### config.mk
export PLATFORM = sky130hd
export DESIGN_NAME = ifetch_prefetch_queue
export DESIGN_NICKNAME = d
export VERILOG_FILES = /design/src/rtl/ifetch_prefetch_queue.sv
export SDC_FILE = /design/constraint.sdc
export NUM_CORES = 1
export LEC_CHECK = 0
export ABC_AREA = 1
export CAP_MARGIN = 25
export CORE_ASPECT_RATIO = 0.8
export CORE_MARGIN = 2
export CORE_UTILIZATION = 30
export CTS_BUF_LIST = sky130_fd_sc_hd__clkbuf_8
export DETAILED_ROUTE_END_ITERATION = 16
export SYNTH_ARGS = -nofsm -noshare
export SYNTH_HDL_FRONTEND = slang
export SYNTH_SLANG_ARGS = --single-unit
### constraint.sdc
create_clock -name clk -period 11.3 [get_ports clk]
set_input_delay 1.695 -clock clk [delete_from_list [all_inputs] [get_ports clk]]
set_output_delay 1.695 -clock clk [all_outputs]
set_load 0.03 [all_outputs]
### src/rtl/ifetch_prefetch_queue.sv
// Sequential instruction prefetcher: issues word fetches, queues {pc, insn}, and hands them to the core.
// Latency: request combinational from state; response visible on inst_* one cycle after it arrives.
// Backpressure: a request is only issued when queue space is reserved for it, so a full queue stalls fetch.
module ifetch_prefetch_queue #(
  parameter int          DEPTH    = 4,
  parameter int          MAX_OUT  = 4,
  parameter logic [31:0] RESET_PC = 32'h0
) (
  input  logic                       clk,
  input  logic                       rst,
  output logic                       mem_req_valid,
  input  logic                       mem_req_ready,
  output logic [31:0]                mem_req_addr,
  input  logic                       mem_rsp_valid,
  input  logic [31:0]                mem_rsp_data,
  input  logic                       redirect_valid,
  input  logic [31:0]                redirect_pc,
  output logic                       inst_valid,
  input  logic                       inst_ready,
  output logic [31:0]                inst_pc,
  output logic [31:0]                inst_data,
  output logic [$clog2(DEPTH+1)-1:0] fill_level,
  output logic                       rsp_err
);

  localparam int CW = $clog2(MAX_OUT + 1);
  localparam int LW = $clog2(DEPTH + 1);
  localparam int PW = $clog2(DEPTH);

  // Fetch/response address tracking and in-flight accounting.
  logic [31:0]   fetch_pc_q, fetch_pc_d;
  logic [31:0]   rsp_pc_q, rsp_pc_d;
  logic [CW-1:0] inflight_q, inflight_d;
  logic [CW-1:0] discard_q, discard_d;
  logic          rsp_err_q, rsp_err_d;

  // Instruction queue: circular buffer with explicit occupancy count.
  logic [LW-1:0] count_q, count_d;
  logic [PW-1:0] rd_ptr_q, rd_ptr_d;
  logic [PW-1:0] wr_ptr_q, wr_ptr_d;
  logic [31:0]   pc_mem_q   [DEPTH];
  logic [31:0]   data_mem_q [DEPTH];

  // Per-cycle events.
  logic          req_fire;
  logic          rsp_ok;
  logic          rsp_unexp;
  logic          rsp_drop;
  logic          push;
  logic          pop;
  logic [CW-1:0] live;
  logic [31:0]   reserved;
  logic [31:0]   redirect_tgt;

  // Issue only when an entry is guaranteed to be free for the response
  // (queued entries plus live requests stay below DEPTH); a redirect
  // withdraws any pending request for this cycle.
  always_comb begin
    live          = inflight_q - discard_q;
    reserved      = 32'(count_q) + 32'(live);
    mem_req_valid = !rst && !redirect_valid
                    && (32'(inflight_q) < 32'(MAX_OUT))
                    && (reserved < 32'(DEPTH));
    mem_req_addr  = fetch_pc_q;
  end

  // Head of the queue is read straight out of storage; nothing bypasses it.
  always_comb begin
    inst_valid = (count_q != '0);
    inst_pc    = inst_valid ? pc_mem_q[rd_ptr_q]   : 32'h0;
    inst_data  = inst_valid ? data_mem_q[rd_ptr_q] : 32'h0;
    fill_level = count_q;
    rsp_err    = rsp_err_q;
  end

  // Next-state: redirect has priority over pop/push and turns every
  // remaining in-flight request into one to be discarded.
  always_comb begin
    req_fire     = mem_req_valid && mem_req_ready;
    rsp_ok       = mem_rsp_valid && (inflight_q != '0);
    rsp_unexp    = mem_rsp_valid && (inflight_q == '0);
    rsp_drop     = rsp_ok && ((discard_q != '0) || redirect_valid);
    push         = rsp_ok && !rsp_drop;
    pop          = inst_valid && inst_ready && !redirect_valid;
    redirect_tgt = redirect_pc & 32'hFFFF_FFFC;

    fetch_pc_d   = fetch_pc_q;
    rsp_pc_d     = rsp_pc_q;
    inflight_d   = inflight_q + CW'(req_fire) - CW'(rsp_ok);
    discard_d    = discard_q;
    rsp_err_d    = rsp_err_q | rsp_unexp;
    count_d      = count_q;
    rd_ptr_d     = rd_ptr_q;
    wr_ptr_d     = wr_ptr_q;

    if (redirect_valid) begin
      fetch_pc_d = redirect_tgt;
      rsp_pc_d   = redirect_tgt;
      discard_d  = inflight_d;
      count_d    = '0;
      rd_ptr_d   = '0;
      wr_ptr_d   = '0;
    end else begin
      if (req_fire) begin
        fetch_pc_d = fetch_pc_q + 32'd4;
      end
      if (rsp_drop) begin
        discard_d = discard_q - CW'(1);
      end
      if (push) begin
        rsp_pc_d = rsp_pc_q + 32'd4;
        wr_ptr_d = wr_ptr_q + PW'(1);
      end
      if (pop) begin
        rd_ptr_d = rd_ptr_q + PW'(1);
      end
      count_d = count_q + LW'(push) - LW'(pop);
    end
  end

  // Control state register with synchronous reset.
  always_ff @(posedge clk) begin
    if (rst) begin
      fetch_pc_q <= RESET_PC;
      rsp_pc_q   <= RESET_PC;
      inflight_q <= '0;
      discard_q  <= '0;
      rsp_err_q  <= 1'b0;
      count_q    <= '0;
      rd_ptr_q   <= '0;
      wr_ptr_q   <= '0;
    end else begin
      fetch_pc_q <= fetch_pc_d;
      rsp_pc_q   <= rsp_pc_d;
      inflight_q <= inflight_d;
      discard_q  <= discard_d;
      rsp_err_q  <= rsp_err_d;
      count_q    <= count_d;
      rd_ptr_q   <= rd_ptr_d;
      wr_ptr_q   <= wr_ptr_d;
    end
  end

  // Queue storage write; contents are only observed through a valid head.
  always_ff @(posedge clk) begin
    if (push && !rst) begin
      pc_mem_q[wr_ptr_q]   <= rsp_pc_q;
      data_mem_q[wr_ptr_q] <= mem_rsp_data;
    end
  end

endmodule

==> results of run 1 <==
==> worst min path at each step <==
stage	from	end	slack (ns)	cells past startpoint
final	rsp_err$_SDFF_PP0_	rsp_err$_SDFF_PP0_	0.46	2
after global routing	rd_ptr_q[0]$_SDFFE_PP0P_	rd_ptr_q[0]$_SDFFE_PP0P_	0.50	1
after CTS	rd_ptr_q[1]$_SDFFE_PP0P_	flip-flop	0.47	2
after detailed placement	rsp_err$_SDFF_PP0_	rsp_err$_SDFF_PP0_	0.45	2
after global placement	rsp_err$_SDFF_PP0_	rsp_err$_SDFF_PP0_	0.45	2
after floorplan	rd_ptr_q[1]$_SDFFE_PP0P_	flip-flop	0.44	2
==> cells by family after synthesis <==
family                   count (synthesis)
flip-flops                             324
AND/OR/NAND/NOR                        750
XOR/XNOR                                14
adder cells (fa/ha/maj)                 18
buffers and inverters                  187
AO/OA/AOI/OAI                          297
other                                    1
==> metrics by stage <==
stage	hold WS (ns)	cell area (um2)
floorplan	0.4364	14690
global placement	0.4486	16930
detailed placement	0.4508	16930
CTS	0.4699	17910
global route	0.4988	17910
finish	0.4622	17910
==> Yosys cell counts <==
| library cell | count | area, um2 |
|---|---|---|
| buf_2 | 12 | 60.06 |
| nor2_1 | 355 | 1333 |
| nor2_4 | 2 | 22.52 |
| o21ai_0 | 169 | 845.8 |
| inv_2 | 6 | 22.52 |
| nand2_2 | 4 | 25.02 |
| xor2_1 | 7 | 61.31 |
| nand3b_1 | 6 | 45.04 |
| o21bai_1 | 8 | 60.06 |
| nand3_2 | 1 | 10.01 |
| nor2_2 | 6 | 37.54 |
| buf_6 | 3 | 33.78 |
| or2_0 | 1 | 6.260 |
| dfxtp_1 | 76 | 1521 |
| buf_4 | 8 | 60.06 |
| a21oi_1 | 108 | 540.5 |
| o21ai_1 | 2 | 10.01 |
| inv_1 | 107 | 401.6 |
| nand2_1 | 274 | 1028 |
| or2_2 | 1 | 6.260 |
| conb_1 | 1 | 3.750 |
| edfxtp_1 | 248 | 7447 |
| xnor2_1 | 7 | 61.31 |
| inv_6 | 1 | 8.760 |
| a31oi_1 | 7 | 43.79 |
| clkbuf_1 | 49 | 183.9 |
| nand3_1 | 81 | 405.4 |
| nor3_2 | 2 | 20.02 |
| o211ai_1 | 1 | 7.510 |
| ha_1 | 15 | 187.7 |
| a211oi_1 | 1 | 7.510 |
| a21boi_1 | 1 | 7.510 |
| nor3_1 | 5 | 25.02 |
| nand4_1 | 12 | 75.07 |
| fa_1 | 3 | 60.06 |
| inv_4 | 1 | 6.260 |
==> area by class of cell <==
cell class,count,area (um2),share of cell area
flip-flops and latches,324,8974,0.5009
multi-input cells,1083,4984,0.2782
repair buffers,177,1742,0.09723
well taps,629,787.0,0.04393
clock buffers,54,743.2,0.04149
inverters,115,439.2,0.02452
clock inverters,46,245.2,0.01369
==> cell usage in the layout (no fill, tap or decap), types with 3 or more instances in the layout <==
cell / n
nor2_4: 6
nand2_2: 4
clkinv_1: 14
edfxtp_1: 248
a21oi_1: 108
nand4_1: 12
conb_1: 4
clkinv_2: 20
xor2_1: 7
o21bai_1: 8
nand3_1: 81
inv_2: 6
buf_4: 12
nor2_2: 6
o21ai_0: 169
clkbuf_8: 54
inv_1: 115
a31oi_1: 7
dfxtp_1: 74
xnor2_1: 7
nand2_1: 274
ha_1: 15
fa_1: 3
clkdlybuf4s50_1: 165
nand3b_1: 6
nor3_1: 5
nor2_1: 351
==> worst max-delay path, stage by stage <==
cell             delay, ns
clkdlybuf4s50_1       0.40
buf_4                 0.32
nor2_1                0.84
nand3_1               0.14
nor2_1                0.23
clkdlybuf4s50_1       0.73
==> routing by layer <==
| layer | GRT usage | vias up |
|---|---|---|
| li1 | - | 5674 |
| met1 | 0.2262 | 5360 |
| met2 | 0.2412 | 366 |
| met3 | 0.03335 | 56 |
| met4 | 0.03508 | 4 |
| met5 | 0 | - |
==> sequential cells by signal, summed over array words and instances (netlist names), named ones only <==
signal        cells
wr_ptr_q          2
rsp_err           1
inflight_q        3
rd_ptr_q          2
discard_q         3
rsp_pc_q         30
mem_req_addr     30
fill_level        3
pc_mem_q        120
data_mem_q      128
==> report_power, final <==
part | leakage [nW] | internal [mW] | total, mW | switching [mW]
Combinational | 2.91 | 0.138 | 0.378 | 0.240
Sequential | 2.88 | 1.33 | 1.37 | 0.0481
Clock | 0.557 | 0.476 | 0.967 | 0.491
Total | 6.35 | 1.94 | 2.72 | 0.779
==> metrics.md, run 1 <==
| Metric | Value |
|---|---|
| Status | `completed` |
| Tmin final | `6.054 ns` |
| First-pass GRT wire length | `62.28 mm` |
| F_max | `0.1652 GHz` |
| RSZ-0062 raised after global routing | `false` |
| CP Max Fanout | `45` |
| Required time of the critical path | `9.61 ns` |
| Max-cap violation count | `0` |
| Die area | `50,730 um2` |
| GRT Total Usage | `0.1567` |
| Final hold vios | `0` |
| Capture point of the worst reg-to-reg path | `discard_q[2]$_SDFFE_PP0P_` |
| Synth Area in Simple Gates | `0.2070` |
| Design Power | `2.720 mW` |
| Pleak | `6.349 nW` |
| CP startpoint | `rst` |
| DRT iter0 DRCs | `938` |
| Root buf cell | `clkbuf_8` |
| Post-CTS Resized | `0` |
| Diodes inserted | `0` |
| Worst-case reg-to-reg path depth | `19` |
| Crit Path Category | `input pin to output pin` |
| Final worst path period share | `0.5358` |
| Mux cell area share after synthesis | `0` |
| Inst Count DP | `2,328` |
| Die height | `201.9 um` |
| Clock transition at path regs | `0.07 ns` |
| Met2 wire len | `17.61 mm` |
| CP Capture Type | `output pin` |
| IO Port Bufs | `165` |
| WL met1 | `19.11 mm` |
| Dpl ws | `5.201 ns` |
| Vias in the first global route | `10.88k` |
| Worst skew pair latency | `0.62 ns` |
| Syn Inst Count | `1,591` |
| Vias per inst | `4.720` |
| Max-slew headroom | `0.3229` |
| Arrival @ worst endpoint | `4.36 ns` |
| Drt drc | `0` |
| Fin util | `0.3703` |
| Yosys cell types | `36` |
| DIE WIDTH | `251.3 um` |
| Setup crit start kind | `input pin` |
| Worst setup margin | `5.246 ns` |
| Row Count | `72` |
| TNS Setup | `0 ns` |
| Largest net degree at the start of global routing | `73` |
| Post-Synth Adder-Cell Area | `0.01687` |
| Final cell count without fillers | `2,428` |
| # H-tree levels | `2` |
| Top sig layer | `met5` |
| Fraction of layout cells with a size suffix above 1 | `0.06670` |
| Post-Synth XOR/XNOR Area | `0.008352` |
| Post-synthesis sequential area ratio | `0.6109` |
| YS warnings | `0` |
| Core box area | `48,380 um2` |
| CTS tree | `built` |
| RR Startpoint | `inflight_q[0]$_SDFF_PP0_` |
| CP Capture Point | `mem_req_valid` |
| CTS Buffer Depth | `3` |
| CTS Sinks | `324` |
| Routed Antenna Nets | `0` |
| GPL Wtd Cong | `0.8777` |
| Avg Synthesized Cell Area | `9.228 um2` |
| Setup violators final | `0` |
| Worst reg-to-reg setup slack | `7.11 ns` |
| TritonRoute pass-1 iters | `5` |
| GRT overflow | `0` |
| Final Max Slew Viols | `0` |
| Cell area after synthesis | `14,680 um2` |
| Wire length on met3 | `2.875 mm` |
| Hold buffers post-CTS | `0` |
| Worst Hold Class | `flip-flop to flip-flop` |
| Starting density of the core | `0.3035` |
| Initial antenna violation count | `2` |
| Vias | `11.46k` |
| Clock Skew | `0.03208 ns` |
| Routed WL per cell | `16.57 um` |
| Worst vdd ir | `0.00007338 V` |
| Main combinational cell family by area after synthesis | `simple AND/OR/NAND/NOR gates` |
| Area Growth Syn to Fin | `22.01%` |
| DP HPWL | `24.70 mm` |
| # IOs | `172` |
| Slew at the pin closest to its max-slew limit | `1.012 ns` |
| Pwr Density | `151.8 nW/um2` |
| Fillcell total | `4,815` |
| CTS Buf Count | `53` |
| Final WL | `40.24 mm` |
| Compound-gate portion of the synthesized area | `0.1037` |
| Synthesized flop and latch total | `324` |
| Post-CTS Setup Inserts | `0` |
| Fin nets | `1,842` |
Power figures use the tool's default switching activity.
==> run 2: changes to the inputs <==
==> constraint.sdc (replaced) <==
create_clock -name clk -period 6.3 [get_ports clk]
set_input_delay 0.945 -clock clk [delete_from_list [all_inputs] [get_ports clk]]
set_output_delay 0.945 -clock clk [all_outputs]
set_load 0.03 [all_outputs]
==> run 2 against run 1 <==
Wire length down 1.4%. Via count increased by 1.2%. Design area about the same. Sequential share of layout area about the same. Clock power is 74% higher. Global-route usage fell by 0.16 points. Clock skew rose by 0.0073 ns. Largest power group unchanged. Highest routed layer is now met4.
==> metrics.md, run 2 (same netlist as run 1, synthesis figures left out) <==
| Metric | Value |
|---|---|
| Required time of the critical path | `5.35 ns` |
| CTS Buffer Depth | `3` |
| F_max | `0.2267 GHz` |
| Routed WL per cell | `16.34 um` |
| Fillcell total | `4,776` |
| Tmin final | `4.412 ns` |
| Slowest cell on crit path | `clkdlybuf4s50_1` |
| Fin nets | `1,844` |
| TritonRoute pass-1 iters | `5` |
| Placed Area | `16,950 um2` |
| Setup violators final | `0` |
| GRT overflow | `0` |
| Diodes inserted | `0` |
| Worst-case reg-to-reg path depth | `19` |
| Root buf cell | `clkbuf_8` |
| Clock Skew | `0.03939 ns` |
| Starting density of the core | `0.3035` |
| CP Capture Type | `output pin` |
| Row Count | `72` |
| Die height | `201.9 um` |
| Max reg flops | `128` |
| First-pass GRT wire length | `61.65 mm` |
| Pleak | `6.347 nW` |
| Vias per inst | `4.774` |
| DRT iter0 DRCs | `917` |
| Post-CTS Resized | `0` |
| Crit path cell chain | `inv_2, buf_4, nor2_1, o21ai_0, a21oi_1, clkdlybuf4s50_1` |
| Vias in the first global route | `10.92k` |
| Worst vdd ir | `0.0001385 V` |
| Setup crit start kind | `flip-flop` |
| Post-route cell area | `17,910 um2` |
| Final WL | `39.68 mm` |
| Fin util | `0.3701` |
| RR Startpoint | `inflight_q[0]$_SDFF_PP0_` |
| Die area | `50,730 um2` |
| Initial antenna violation count | `0` |
| Slew at the pin closest to its max-slew limit | `1.005 ns` |
| Core box area | `48,380 um2` |
| Most frequent cells in the layout | `351 x nor2_1, 274 x nand2_1, 248 x edfxtp_1, 169 x o21ai_0, 165 x clkdlybuf4s50_1` |
| WHS | `0.4587 ns` |
| Worst Hold Class | `flip-flop to flip-flop` |
| GRT Total Usage | `0.1551` |
| IO Port Bufs | `165` |
| CTS tree | `built` |
| Largest stage delay on the critical path | `0.73 ns` |
| Max-cap violation count | `0` |
| Pwr Density | `269.7 nW/um2` |
| Area Growth Syn to Fin | `21.96%` |
| Most common cell after layout, fill and taps aside | `nor2_1` |
| Fraction of layout cells with a size suffix above 1 | `0.06111` |
| Capture point of the worst reg-to-reg path | `discard_q[2]$_SDFFE_PP0P_` |
| Routed Antenna Nets | `0` |
| Design Power | `4.829 mW` |
| Final Max Slew Viols | `0` |
| # H-tree levels | `2` |
| Vias | `11.60k` |
| Status | `completed` |
| Clock transition at path regs | `0.06 ns` |
| TNS Setup | `0 ns` |
| Drt drc | `0` |
| Arrival @ worst endpoint | `3.47 ns` |
| Hold Startpoint | `rd_ptr_q[1]$_SDFFE_PP0P_` |
| Worst reg-to-reg setup slack | `2.14 ns` |
| Hold buffers post-CTS | `0` |
| Post-CTS Setup Inserts | `0` |
| Crit Path Category | `flip-flop to output pin` |
| # IOs | `172` |
| Hold path depth | `2` |
| CP Max Fanout | `43` |
| DP HPWL | `24.93 mm` |
| Most flops, register | `data_mem_q` |
| Largest net degree at the start of global routing | `80` |
| Final worst path period share | `0.7003` |
| Final hold vios | `0` |
| RSZ-0062 raised after global routing | `false` |
| Worst skew pair latency | `0.62 ns` |
| CTS Buf Count | `52` |
| GPL Wtd Cong | `0.8654` |
| Max-slew headroom | `0.3300` |
| DIE WIDTH | `251.3 um` |
| CTS Sinks | `324` |
| Largest registers | `data_mem_q: 128 flops, pc_mem_q: 120 flops` |
## run 2: changes by cell type in the layout (fill, tap and decap cells not counted)
| cell | previous run | this run |
|---|---|---|
| clkinv_2 | 20 | 8 |
| clkinv_1 | 14 | 20 |
| inv_1 | 115 | 120 |
| buf_4 | 12 | 15 |
| clkbuf_8 | 54 | 53 |
| inv_6 | 2 | 1 |
| inv_8 | 0 | 1 |
## run 2: worst max-delay path: cells and delay by family, from the launching register on
family          cells  cell delay [ns]
buf+inv             3             1.68
flops               1             0.67
compound gates      2             0.35
simple gates        1             0.12
## run 2: layout make-up
cell class	instances	area, um2	share of cell area
clock buffer	53	729.5	0.04074
multi-input combinational	1083	4984	0.2783
timing repair buffer	180	1764	0.09853
inverter	115	439.2	0.02453
sequential	324	8974	0.5012
clock inverter	45	229.0	0.01279
tap	629	787.0	0.04395
## run 2: worst max-delay path by stage
stage                               from  slack [ns]                           to  cells past startpoint
after global routing           flip-flop        1.63                   inst_pc[7]                      6
final                          flip-flop        1.89                   inst_pc[7]                      6
after global placement               rst        2.00    discard_q[2]$_SDFFE_PP0P_                     13
after floorplan           redirect_valid        1.50   data_mem_q[0][0]$_DFFE_PP_                      9
after detailed placement  redirect_valid        1.91  data_mem_q[1][10]$_DFFE_PP_                      9
after CTS                      flip-flop        1.70                   inst_pc[7]                      6
## run 2: routing by layer
metal | GRT usage | part of all wire | vias to the layer above
met3 | 0.03104 | 0.076 | 71
li1 | - | - | 5679
met5 | 0 | 0 | -
met2 | 0.2354 | 0.43 | 420
met1 | 0.2263 | 0.47 | 5425
met4 | 0.03933 | 0.021 | 0
## run 2: metrics by stage
stage,setup WS [ns],std cells
2_1_floorplan,1.504,1594
3_3_place_gp,1.998,2331
3_5_place_dp,1.913,2331
4_1_cts,1.697,2429
5_1_grt,1.626,2429
6_report,1.888,2429
## run 2: report_power, final
group          switching, mW  leakage, nW  internal [mW]
Sequential            0.0872         2.88           2.38
Clock                  0.852        0.541          0.833
Combinational          0.428         2.93          0.249
Total                   1.37         6.35           3.46
==> run 3: changes to the inputs <==
==> constraint.sdc (replaced) <==
create_clock -name clk -period 3.55 [get_ports clk]
set_input_delay 0.5325 -clock clk [delete_from_list [all_inputs] [get_ports clk]]
set_output_delay 0.5325 -clock clk [all_outputs]
set_load 0.03 [all_outputs]
==> run 3 against run 2 <==
Design area up 3.4%. Critical path depth up 5. Clock skew down 0.010 ns. Utilization increased by 1.3 points. Cell count rose by 0.29%. Die area unchanged. Wire length increased by 3.5%. Non-clock buffer count grew 14. Critical path type unchanged. Critical endpoint is now mem_req_valid. Highest routed layer unchanged.
==> metrics.md, run 3 (same netlist as run 1, synthesis figures left out) <==
| Metric | Value |
|---|---|
| Status | `completed` |
| Pwr Density | `480.8 nW/um2` |
| Final worst path period share | `0.9505` |
| # IOs | `172` |
| CTS Buf Count | `51` |
| CTS tree | `built` |
| GRT Total Usage | `0.1587` |
| Placed Area | `17,470 um2` |
| Max reg flops | `128` |
| Area Growth Syn to Fin | `26.11%` |
| First-pass GRT wire length | `63.22 mm` |
| Crit Path Category | `flip-flop to output pin` |
| Hold Startpoint | `rd_ptr_q[1]$_SDFFE_PP0P_` |
| Routed WL per cell | `16.85 um` |
| Most frequent cells in the layout | `350 x nor2_1, 274 x nand2_1, 248 x edfxtp_1, 167 x o21ai_0, 134 x clkdlybuf4s50_1` |
| CP Max Fanout | `3` |
| Routed Antenna Nets | `0` |
| Hold path depth | `2` |
| Fillcell total | `4,727` |
| CP Capture Type | `output pin` |
| Worst skew pair latency | `0.61 ns` |
| IO Port Bufs | `165` |
| Die area | `50,730 um2` |
| Fraction of layout cells with a size suffix above 1 | `0.08854` |
| Vias | `11.65k` |
| Slowest cell on crit path | `fa_2` |
| Final WL | `41.05 mm` |
| Largest stage delay on the critical path | `0.37 ns` |
| GRT overflow | `0` |
| Root buf cell | `clkbuf_8` |
| Most flops, register | `data_mem_q` |
| Diodes inserted | `0` |
| Clock transition at path regs | `0.06 ns` |
| Max-cap violation count | `0` |
| Hold path endpoint | `rd_ptr_q[1]$_SDFFE_PP0P_` |
| CP startpoint | `inflight_q[0]$_SDFF_PP0_` |
| CTS Sinks | `324` |
| DRT iter0 DRCs | `894` |
| Fin util | `0.3827` |
| Most common cell after layout, fill and taps aside | `nor2_1` |
| Setup crit start kind | `flip-flop` |
| DIE WIDTH | `251.3 um` |
| Row Count | `72` |
| Total area of sequential cells | `8975 um2` |
| Largest net degree at the start of global routing | `103` |
| Arrival @ worst endpoint | `2.84 ns` |
| Pleak | `6.634 nW` |
| Initial antenna violation count | `0` |
| Tmin final | `3.374 ns` |
| Max-slew headroom | `0.3610` |
| CP delay by family, top | `adder cells` |
| Fin nets | `1,857` |
| TritonRoute pass-1 iters | `5` |
| Multi-input logic area | `5021 um2` |
| Capture point of the worst reg-to-reg path | `discard_q[1]$_SDFFE_PP0P_` |
| Final Max Slew Viols | `0` |
| Clock Skew | `0.02931 ns` |
| F_max | `0.2963 GHz` |
| Worst vdd ir | `0.0002407 V` |
| Drt drc | `0` |
| Slew at the pin closest to its max-slew limit | `0.9585 ns` |
| Worst reg-to-reg setup slack | `0.18 ns` |
| Vias in the first global route | `11.21k` |
| Vias per inst | `4.784` |
| RR Startpoint | `inflight_q[0]$_SDFF_PP0_` |
| Crit path cell chain | `inv_1, ha_1, inv_1, fa_2, xnor2_2, xor2_1, ha_1, nor2_1, o21ai_0, nor2_1, buf_12` |
| CTS Buffer Depth | `3` |
| Post-route cell area | `18,520 um2` |
| Worst Path Buf+Inv | `3` |
| Largest registers | `data_mem_q: 128 flops, pc_mem_q: 120 flops` |
| # H-tree levels | `2` |
| Required time of the critical path | `3.02 ns` |
| DP HPWL | `26.17 mm` |
| Worst Hold Class | `flip-flop to flip-flop` |
| Setup violators final | `0` |
| Worst-case reg-to-reg path depth | `19` |
| Starting density of the core | `0.3035` |
| GPL Wtd Cong | `0.8648` |
| Die height | `201.9 um` |
| Final hold vios | `0` |
| Core box area | `48,380 um2` |
run 3: cell count changes in the layout (fill, tap and decap cells not counted), moves of 2 or more:
cell,previous run,this run
clkinv_1,20,12
bufinv_16,1,4
o21ai_0,169,167
ha_1,15,13
clkinv_2,8,3
fa_2,0,2
fa_1,3,1
clkdlybuf4s50_1,165,134
o21ai_1,2,4
buf_4,15,20
inv_1,120,124
buf_12,0,40
run 3: worst max path at each step:
| stage | to | depth (start not counted) |
|---|---|---|
| 2_1_floorplan | data_mem_q[0][0]$_DFFE_PP_ | 9 |
| 3_3_place_gp | discard_q[2]$_SDFFE_PP0P_ | 19 |
| 3_5_place_dp | discard_q[2]$_SDFFE_PP0P_ | 19 |
| 4_1_cts | discard_q[2]$_SDFFE_PP0P_ | 19 |
| 5_1_grt | discard_q[1]$_SDFFE_PP0P_ | 19 |
| 6_report | mem_req_valid | 11 |
run 3: what timing repair did:
item	4_1_cts	5_1_grt
hold buffers	0	0
gates resized for setup	0	11
buffers inserted	0	1
setup endpoints to repair	0	4
run 3: metal layers:
metal  global-route usage  wire length [um]  up-vias
li1                     -                 -     5694
met1               0.2315             19690     5499
met2               0.2453             17820      408
met3              0.03155              2948       53
met4              0.03104               586        0
met5                    0                 0        -
run 3: metrics by stage:
stage	std cells	TNS [ns]	setup slack [ns]	hold WS, ns	total power, mW
detailed placement	2344	0	0.1143	0.4505	5.729
global route	2436	-0.01723	-0.01723	0.4897	9.301
floorplan	1594	-206.65	-0.8333	0.4364	5.185
CTS	2435	0	0.07287	0.4605	8.913
finish	2436	0	0.1756	0.4688	8.902
global placement	2344	0	0.1246	0.4420	5.711
run 3: final cells by class:
class | instances | area share
clock buffer | 53 | 0.03940
clock inverter | 38 | 0.01466
inverter | 115 | 0.02372
multi-input combinational | 1083 | 0.2712
sequential | 324 | 0.4847
tap | 629 | 0.04251
timing repair buffer | 194 | 0.1238
run 3: worst reg2reg max path: stages (launching register included):
cell	delay, ns
dfxtp_2	0.34
inv_1	0.06
ha_1	0.13
inv_1	0.06
fa_2	0.37
xnor2_2	0.18
xor2_1	0.17
ha_1	0.24
nor2_1	0.11
inv_1	0.07
nor2_2	0.10
nand3_2	0.11
ha_4	0.28
inv_1	0.04
ha_2	0.17
fa_2	0.54
nand2_1	0.05
o21ai_1	0.09
o21ai_1	0.08
a21oi_1	0.12
run 3: power breakdown:
part / internal [mW] / leakage (nW) / switching (mW)
clock: 1.68 / 0.572 / 1.50
combinational: 0.533 / 3.18 / 0.807
sequential: 4.22 / 2.88 / 0.161
total: 6.43 / 6.63 / 2.47
==> patch 1, RTL diff (settings of run 3) <==
Register the output `fill_level`, without a reset; this adds one clock of latency there. The other outputs are not delayed to match.
--- a/src/rtl/ifetch_prefetch_queue.sv
+++ b/src/rtl/ifetch_prefetch_queue.sv
@@ -26,6 +26,8 @@
   localparam int CW = $clog2(MAX_OUT + 1);
   localparam int LW = $clog2(DEPTH + 1);
   localparam int PW = $clog2(DEPTH);
+
+  logic [$clog2(DEPTH+1)-1:0] fill_level_d;
 
   // Fetch/response address tracking and in-flight accounting.
   logic [31:0]   fetch_pc_q, fetch_pc_d;
@@ -69,7 +71,7 @@
     inst_valid = (count_q != '0);
     inst_pc    = inst_valid ? pc_mem_q[rd_ptr_q]   : 32'h0;
     inst_data  = inst_valid ? data_mem_q[rd_ptr_q] : 32'h0;
-    fill_level = count_q;
+    fill_level_d = count_q;
     rsp_err    = rsp_err_q;
   end
 
@@ -149,5 +151,9 @@
     end
   end
 
+  always_ff @(posedge clk) begin
+    fill_level <= fill_level_d;
+  end
+
 endmodule
 
Formal check against the unedited RTL: not equivalent (Yosys sat finds a counterexample within 4 cycles, from zero or initial values and one cycle with rst high).
==> patch 1 against run 3 <==
  * Maximum frequency shrank 1.5%
  * Wire length decreased by 0.80%
  * Worst hold slack got worse by 130 ps
  * Non-clock buffer count is 2 lower
  * Cell count up 0.37%
  * Power increased by 3.9%
  * Synthesized area increased by 0.59%
  * First-iteration DRC count rose by 2.7%
  * Setup slack lost 53 ps
  * Design area is 0.74% higher
  * Core utilization increased by 0.21 points
  * Global-route usage shrank 0.054 points
  * Sequential cell count is 3 higher
  * Critical endpoint is now discard_q[2]$_SDFFE_PP0P_
  * Largest power group unchanged
==> patch 1: results (changes against run 3) <==
stage,metric,value,unit,change
placed_design,dpl hpwl,25.9,mm,-0.94%
worst_setup_path,Worst Path Arrival,3950,ps,+1110 ps
global_routing,initial antenna violation count,0,,unchanged
routing,uppermost routed layer,met4,,
sta,Worst Clk Skew,31.9,ps,+2.57 ps
global_routing,All-Layer GR Usage,15.8,%,-0.054 points
layout,"Net count, final",1861,,+0.22%
placed_design,DP Cell Count,2347,,+0.13%
routing,metal3 WL,2.88,mm,-2.3%
logic_synthesis,Post-synth EDFFs,248,,unchanged
worst_setup_path,CP top delay family,adder cells,,
pwr,Leak,6.70,nW,+1.0%
clock_network,cts repair resizes,0,,unchanged
layout,largest registers,"data_mem_q (128), pc_mem_q (120)",,
sta,Least-Margin Pin Slew,848,ps,-111 ps
routing,WL/cell,16.7,um,-1.2%
logic_synthesis,synth top area cells,"edfxtp_1, dfxtp_1, nor2_1",,
logic_synthesis,Netlist cell types,40,,+11%
clock_network,Num CTS Buffers,53,,+3.9%
routing,met2 WL,17.4,mm,-2.5%
clock_network,Setup Buffers After CTS,0,,unchanged
worst_setup_path,Crit-path slowest cell,fa_2,,
global_routing,largest net degree at the start of global routing,65,,-37%
routing,Initial DRC Count,918,,+2.7%
clock_network,clock root cell,clkbuf_8,,
run_status,outcome,"complete, no violations",,
layout,post-route insts no fill,2445,,+0.37%
layout,diodes inserted,0,,unchanged
placed_design,post-placement cell area,17500,um^2,+0.20%
placed_design,Placer Congestion,0.909,,+5.1%
routing,via count,11500,,-1.2%
logic_synthesis,sequential cell area fraction in the yosys report,61.1,%,about the same
clock_network,Bufs on Longest Clock Path,3,,unchanged
global_routing,first-pass GRT wire length,63.2,mm,about the same
logic_synthesis,mean post-synth cell area,9.25,um^2,+0.27%
layout,fraction of layout cells with a size suffix above 1,9.75,%,+0.89 points
global_routing,vias in the first global route,11000,,-1.7%
worst_setup_path,CP max stage delay,390,ps,+20 ps
routing,DR pass1 iterations,5,,unchanged
worst_setup_path,CP max FO,3,,unchanged
pwr,Worst IR Drop VDD,0.248,mV,+3.1%
worst_hold_path,Hold Crit Class,in -> reg,,
logic_synthesis,yosys warns,0,,unchanged
clock_network,clock slew at reported path FFs,70,ps,
clock_network,H-tree lvl count,2,,unchanged
clock_network,clk_lat worst skew,620,ps,
logic_synthesis,synth cell count leaders,"nor2_1, nand2_1, edfxtp_1",,
routing,Post-Route M1 WL,19.8,mm,+0.45%
-- patch 1: changes by cell type after synthesis, sizes merged, moves of 5 or more --
| cell | delta |
|---|---|
| inv | +8 |
| o21bai | -6 |
| nand3 | +8 |
| nand4 | -7 |
| nor2 | -5 |
| buf | +5 |
-- patch 1: worst reg2reg max path: stages (launching register included) --
cell     delay [ps]
dfxtp_2         330
inv_2            60
ha_1            140
inv_1            50
fa_2            390
xnor2_2         150
xor2_1          140
ha_1            310
nor2_2           90
inv_1            50
nor2_2          110
nand3_2          80
ha_1            280
inv_1            40
ha_2            170
fa_2            360
or2_2           310
nand3_1          80
nand3_1          80
a21oi_2         140
-- patch 1: final timing paths --
kind                                  from  cells after the start  slack, ps                      endpoint
hold / removal                         rst                      4        340  mem_req_addr[8]$_SDFFE_PP0P_
setup / recovery  inflight_q[0]$_SDFF_PP0_                     19        120     discard_q[2]$_SDFFE_PP0P_
setup reg to reg  inflight_q[0]$_SDFF_PP0_                     19        120     discard_q[2]$_SDFFE_PP0P_
hold reg to reg      count_q[2]$_SDFF_PP0_                      0        440         fill_level[2]$_DFF_P_
-- patch 1: layout make-up --
cell class	instances	area, um^2
tap	629	787
timing repair buffer	192	2250
sequential	327	9030
multi-input combinational	1076	4990
clock buffer	53	729
inverter	123	467
fill	4770	29800
clock inverter	45	392
-- patch 1: report_power, final --
part / switching (mW) / internal, mW / leakage, nW
combinational: 0.804 / 0.531 / 3.17
clock: 1.58 / 1.92 / 0.624
sequential: 0.158 / 4.26 / 2.91
-- patch 1: per-layer routing --
metal | vias to the layer above | track usage, %
met2 | 393 | 23.4
met4 | 0 | 3.63
met5 | - | 0
li1 | 5695 | -
met3 | 62 | 3.27
met1 | 5360 | 23.6
-- patch 1: per-stage QoR --
| step | setup slack, ps | total power, mW | hold WS [ps] |
|---|---|---|---|
| CTS | 7.08 | 9.29 | 301 |
| finish | 123 | 9.25 | 337 |
| global placement | 79.9 | 5.76 | 435 |
| detailed placement | 32.4 | 5.79 | 437 |
| global route | -91.7 | 9.68 | 339 |
| floorplan | -753 | 5.24 | 378 |
-- patch 1: cells by family (layout without fill, tap and decap cells) --
group | after synthesis | count (layout) | share of synthesized area, %
AOI/OAI and AO/OA | 296 | 296 | 10.2
xor gates and xnor gates | 14 | 14 | 0.830
adders and majority gates | 18 | 18 | 1.68
buffers and inverters | 196 | 413 | 5.54
DFF | 327 | 327 | 61.1
other | 1 | 4 | 0.0254
and+or+nand+nor | 744 | 744 | 20.6
==> patch 2, RTL diff (config.mk and constraints of run 3) <==
Made on the original files. The parameter `DEPTH` goes from 4 to 16.
--- a/src/rtl/ifetch_prefetch_queue.sv
+++ b/src/rtl/ifetch_prefetch_queue.sv
@@ -2,7 +2,7 @@
 // Latency: request combinational from state; response visible on inst_* one cycle after it arrives.
 // Backpressure: a request is only issued when queue space is reserved for it, so a full queue stalls fetch.
 module ifetch_prefetch_queue #(
-  parameter int          DEPTH    = 4,
+  parameter int          DEPTH    = 16,
   parameter int          MAX_OUT  = 4,
   parameter logic [31:0] RESET_PC = 32'h0
 ) (
Ports: changed (resized fill_level); port bits go from 172 to 174. The function was not compared with the original's and may differ.
==> patch 2 against run 3 <==
  * Count of clock-buffer cells in the layout increased by 119
  * Largest cell class unchanged
  * Power increased to 3.3 times the old value
  * Critical endpoint is now inst_data[23]
  * Synthesized area increased to 3.0 times the old value
  * Wire length increased to 3.2 times the old value
  * Sequential cell count increased by 752
  * Worst hold slack got worse by 290 ps
  * Design area increased to 2.9 times the old value
  * Setup slack got worse by 77 ps
==> patch 2: results (changes against run 3) <==
stage,metric,value,unit,change
clock_network,Num CTS Buffers,163,,+220%
routing,Post-Route M1 WL,57.2,mm,+190%
layout,diodes inserted,0,,unchanged
logic_synthesis,sequential cell area fraction in the yosys report,71.6,%,+11 points
worst_hold_path,Hold Crit Class,in -> reg,,
routing,WL/cell,22.1,um,+31%
routing,met2 WL,59.6,mm,+230%
logic_synthesis,Post-synth EDFFs,992,,+300%
logic_synthesis,most common flop cell mapped by yosys,edfxtp_1,,
run,max-cap violations,0,,unchanged
clock_network,clock slew at reported path FFs,70,ps,
routing,drc violations,0,,unchanged
placed_design,post-placement cell area,49400,um^2,+180%
sta,Slew Limit Headroom,38.5,%,+2.4 points
logic_synthesis,Post-synth ARST share,0,%,unchanged
sta,Worst Clk Skew,52.6,ps,+23.3 ps
global_routing,initial antenna violation count,6,,+6
layout,"Net count, final",3936,,+110%
global_routing,vias in the first global route,29700,,+170%
pwr,Leak,17.5,nW,+160%
placed_design,dpl hpwl,68.6,mm,+160%
run_status,outcome,"complete, no violations",,
clock_network,H-tree lvl count,4,,+2
logic_synthesis,Netlist cell types,43,,+19%
clock_network,clock root cell,clkbuf_8,,
worst_setup_path,CP max FO,25,,+22
routing,Initial DRC Count,3335,,+270%
worst_setup_path,CP max stage delay,440,ps,+70 ps
placed_design,Placer Congestion,0.816,,-5.6%
layout,fraction of layout cells with a size suffix above 1,13.4,%,+4.5 points
clock_network,Bufs on Longest Clock Path,3,,unchanged
layout,largest registers,"data_mem_q (512), pc_mem_q (480)",,
global_routing,first-pass GRT wire length,191,mm,+200%
logic_synthesis,yosys warns,0,,unchanged
global_routing,largest net degree at the start of global routing,95,,-7.8%
clock_network,clk_lat worst skew,880,ps,+270 ps
routing,uppermost routed layer,met5,,
routing,DR vias/cell,5.24,,+9.6%
placed_design,PortBufs,167,,+1.2%
worst_setup_path,Worst Path Arrival,2920,ps,+80 ps
pwr,Worst IR Drop VDD,0.320,mV,+33%
worst_setup_path,Crit-path slowest cell,a21oi_1,,
routing,metal3 WL,10.6,mm,+260%
global_routing,All-Layer GR Usage,16.8,%,+0.97 points
logic_synthesis,synth top area cells,"edfxtp_1, nor2_1, o21ai_0",,
routing,DR pass1 iterations,5,,unchanged
logic_synthesis,synth cell count leaders,"edfxtp_1, nor2_1, o21ai_0",,
## patch 2: changes by cell type after synthesis, sizes merged, moves of 76 or more
cell    change
o21ai     +368
edfxtp    +744
o221ai    +169
o211ai     +79
nor2      +309
o22ai      +79
clkbuf     +93
buf        +76
## patch 2: critical path, delay by kind of cell (launching register included)
family,cells,cell delay (ps)
compound gates,3,680
buf+inv,4,840
flops,1,410
simple gates,1,100
## patch 2: path summary, 6_finish.rpt
kind | cells after the start | startpoint | to | slack (ps)
max | 8 | register | inst_data[23] | 100
min | 5 | redirect_valid | fill_level[1]$_SDFF_PP0_ | 180
max reg2reg | 22 | inflight_q[0]$_SDFF_PP0_ | discard_q[2]$_SDFFE_PP0P_ | 200
min reg2reg | 2 | rsp_err$_SDFF_PP0_ | rsp_err$_SDFF_PP0_ | 460
## patch 2: power breakdown
part,switching [mW],internal (mW)
Sequential,0.227,14.0
Combinational,2.87,1.92
Clock,4.99,4.91
Total,8.09,20.9
## patch 2: cells by family (layout without fill, tap and decap cells)
kind of cell | after synthesis | count (layout) | synth area share (%)
AO/OA/AOI/OAI | 986 | 986 | 13.5
other | 1 | 4 | 0.00854
AND/OR/NAND/NOR | 1128 | 1128 | 10.4
flip-flops | 1076 | 1076 | 71.6
buffers and inverters | 348 | 737 | 3.41
XOR/XNOR | 16 | 16 | 0.319
adder cells (fa/ha/maj) | 24 | 24 | 0.735
## patch 2: repair_timing
item                                    in CTS  in global routing
pin swaps                                    6                 12
endpoints found under the setup margin      64                 28
gates cloned                                10                  6
resized for setup                           55                 19
buffers inserted                             7                  7
## patch 2: final cells by class
| cell class | instances | area [um^2] |
|---|---|---|
| clock buffer | 172 | 2370 |
| clock inverter | 122 | 739 |
| fill | 13800 | 91900 |
| inverter | 107 | 452 |
| multi-input combinational | 2158 | 11300 |
| sequential | 1076 | 31500 |
| tap | 1905 | 2380 |
| timing repair buffer | 332 | 4630 |
| timing repair inverter | 4 | 45.0 |
## patch 2: through the flow
step / TNS [ps] / setup WS [ps] / total power, mW / instances
2_1_floorplan: -810500 / -826 / 16.6 / 3582
3_3_place_gp: -199 / -131 / 18.9 / 5552
3_5_place_dp: -47.2 / -47.2 / 18.9 / 5552
4_1_cts: -48.4 / -28.6 / 29.0 / 5863
5_1_grt: -101 / -58.4 / 30.1 / 5876
6_report: 0 / 98.3 / 28.9 / 5876
## patch 2: layer usage
| metal | GRT usage, % | vias to the layer above |
|---|---|---|
| li1 | - | 13800 |
| met5 | 0 | - |
| met4 | 4.80 | 8 |
| met3 | 2.97 | 203 |
| met2 | 26.1 | 1334 |
| met1 | 24.1 | 15400 |
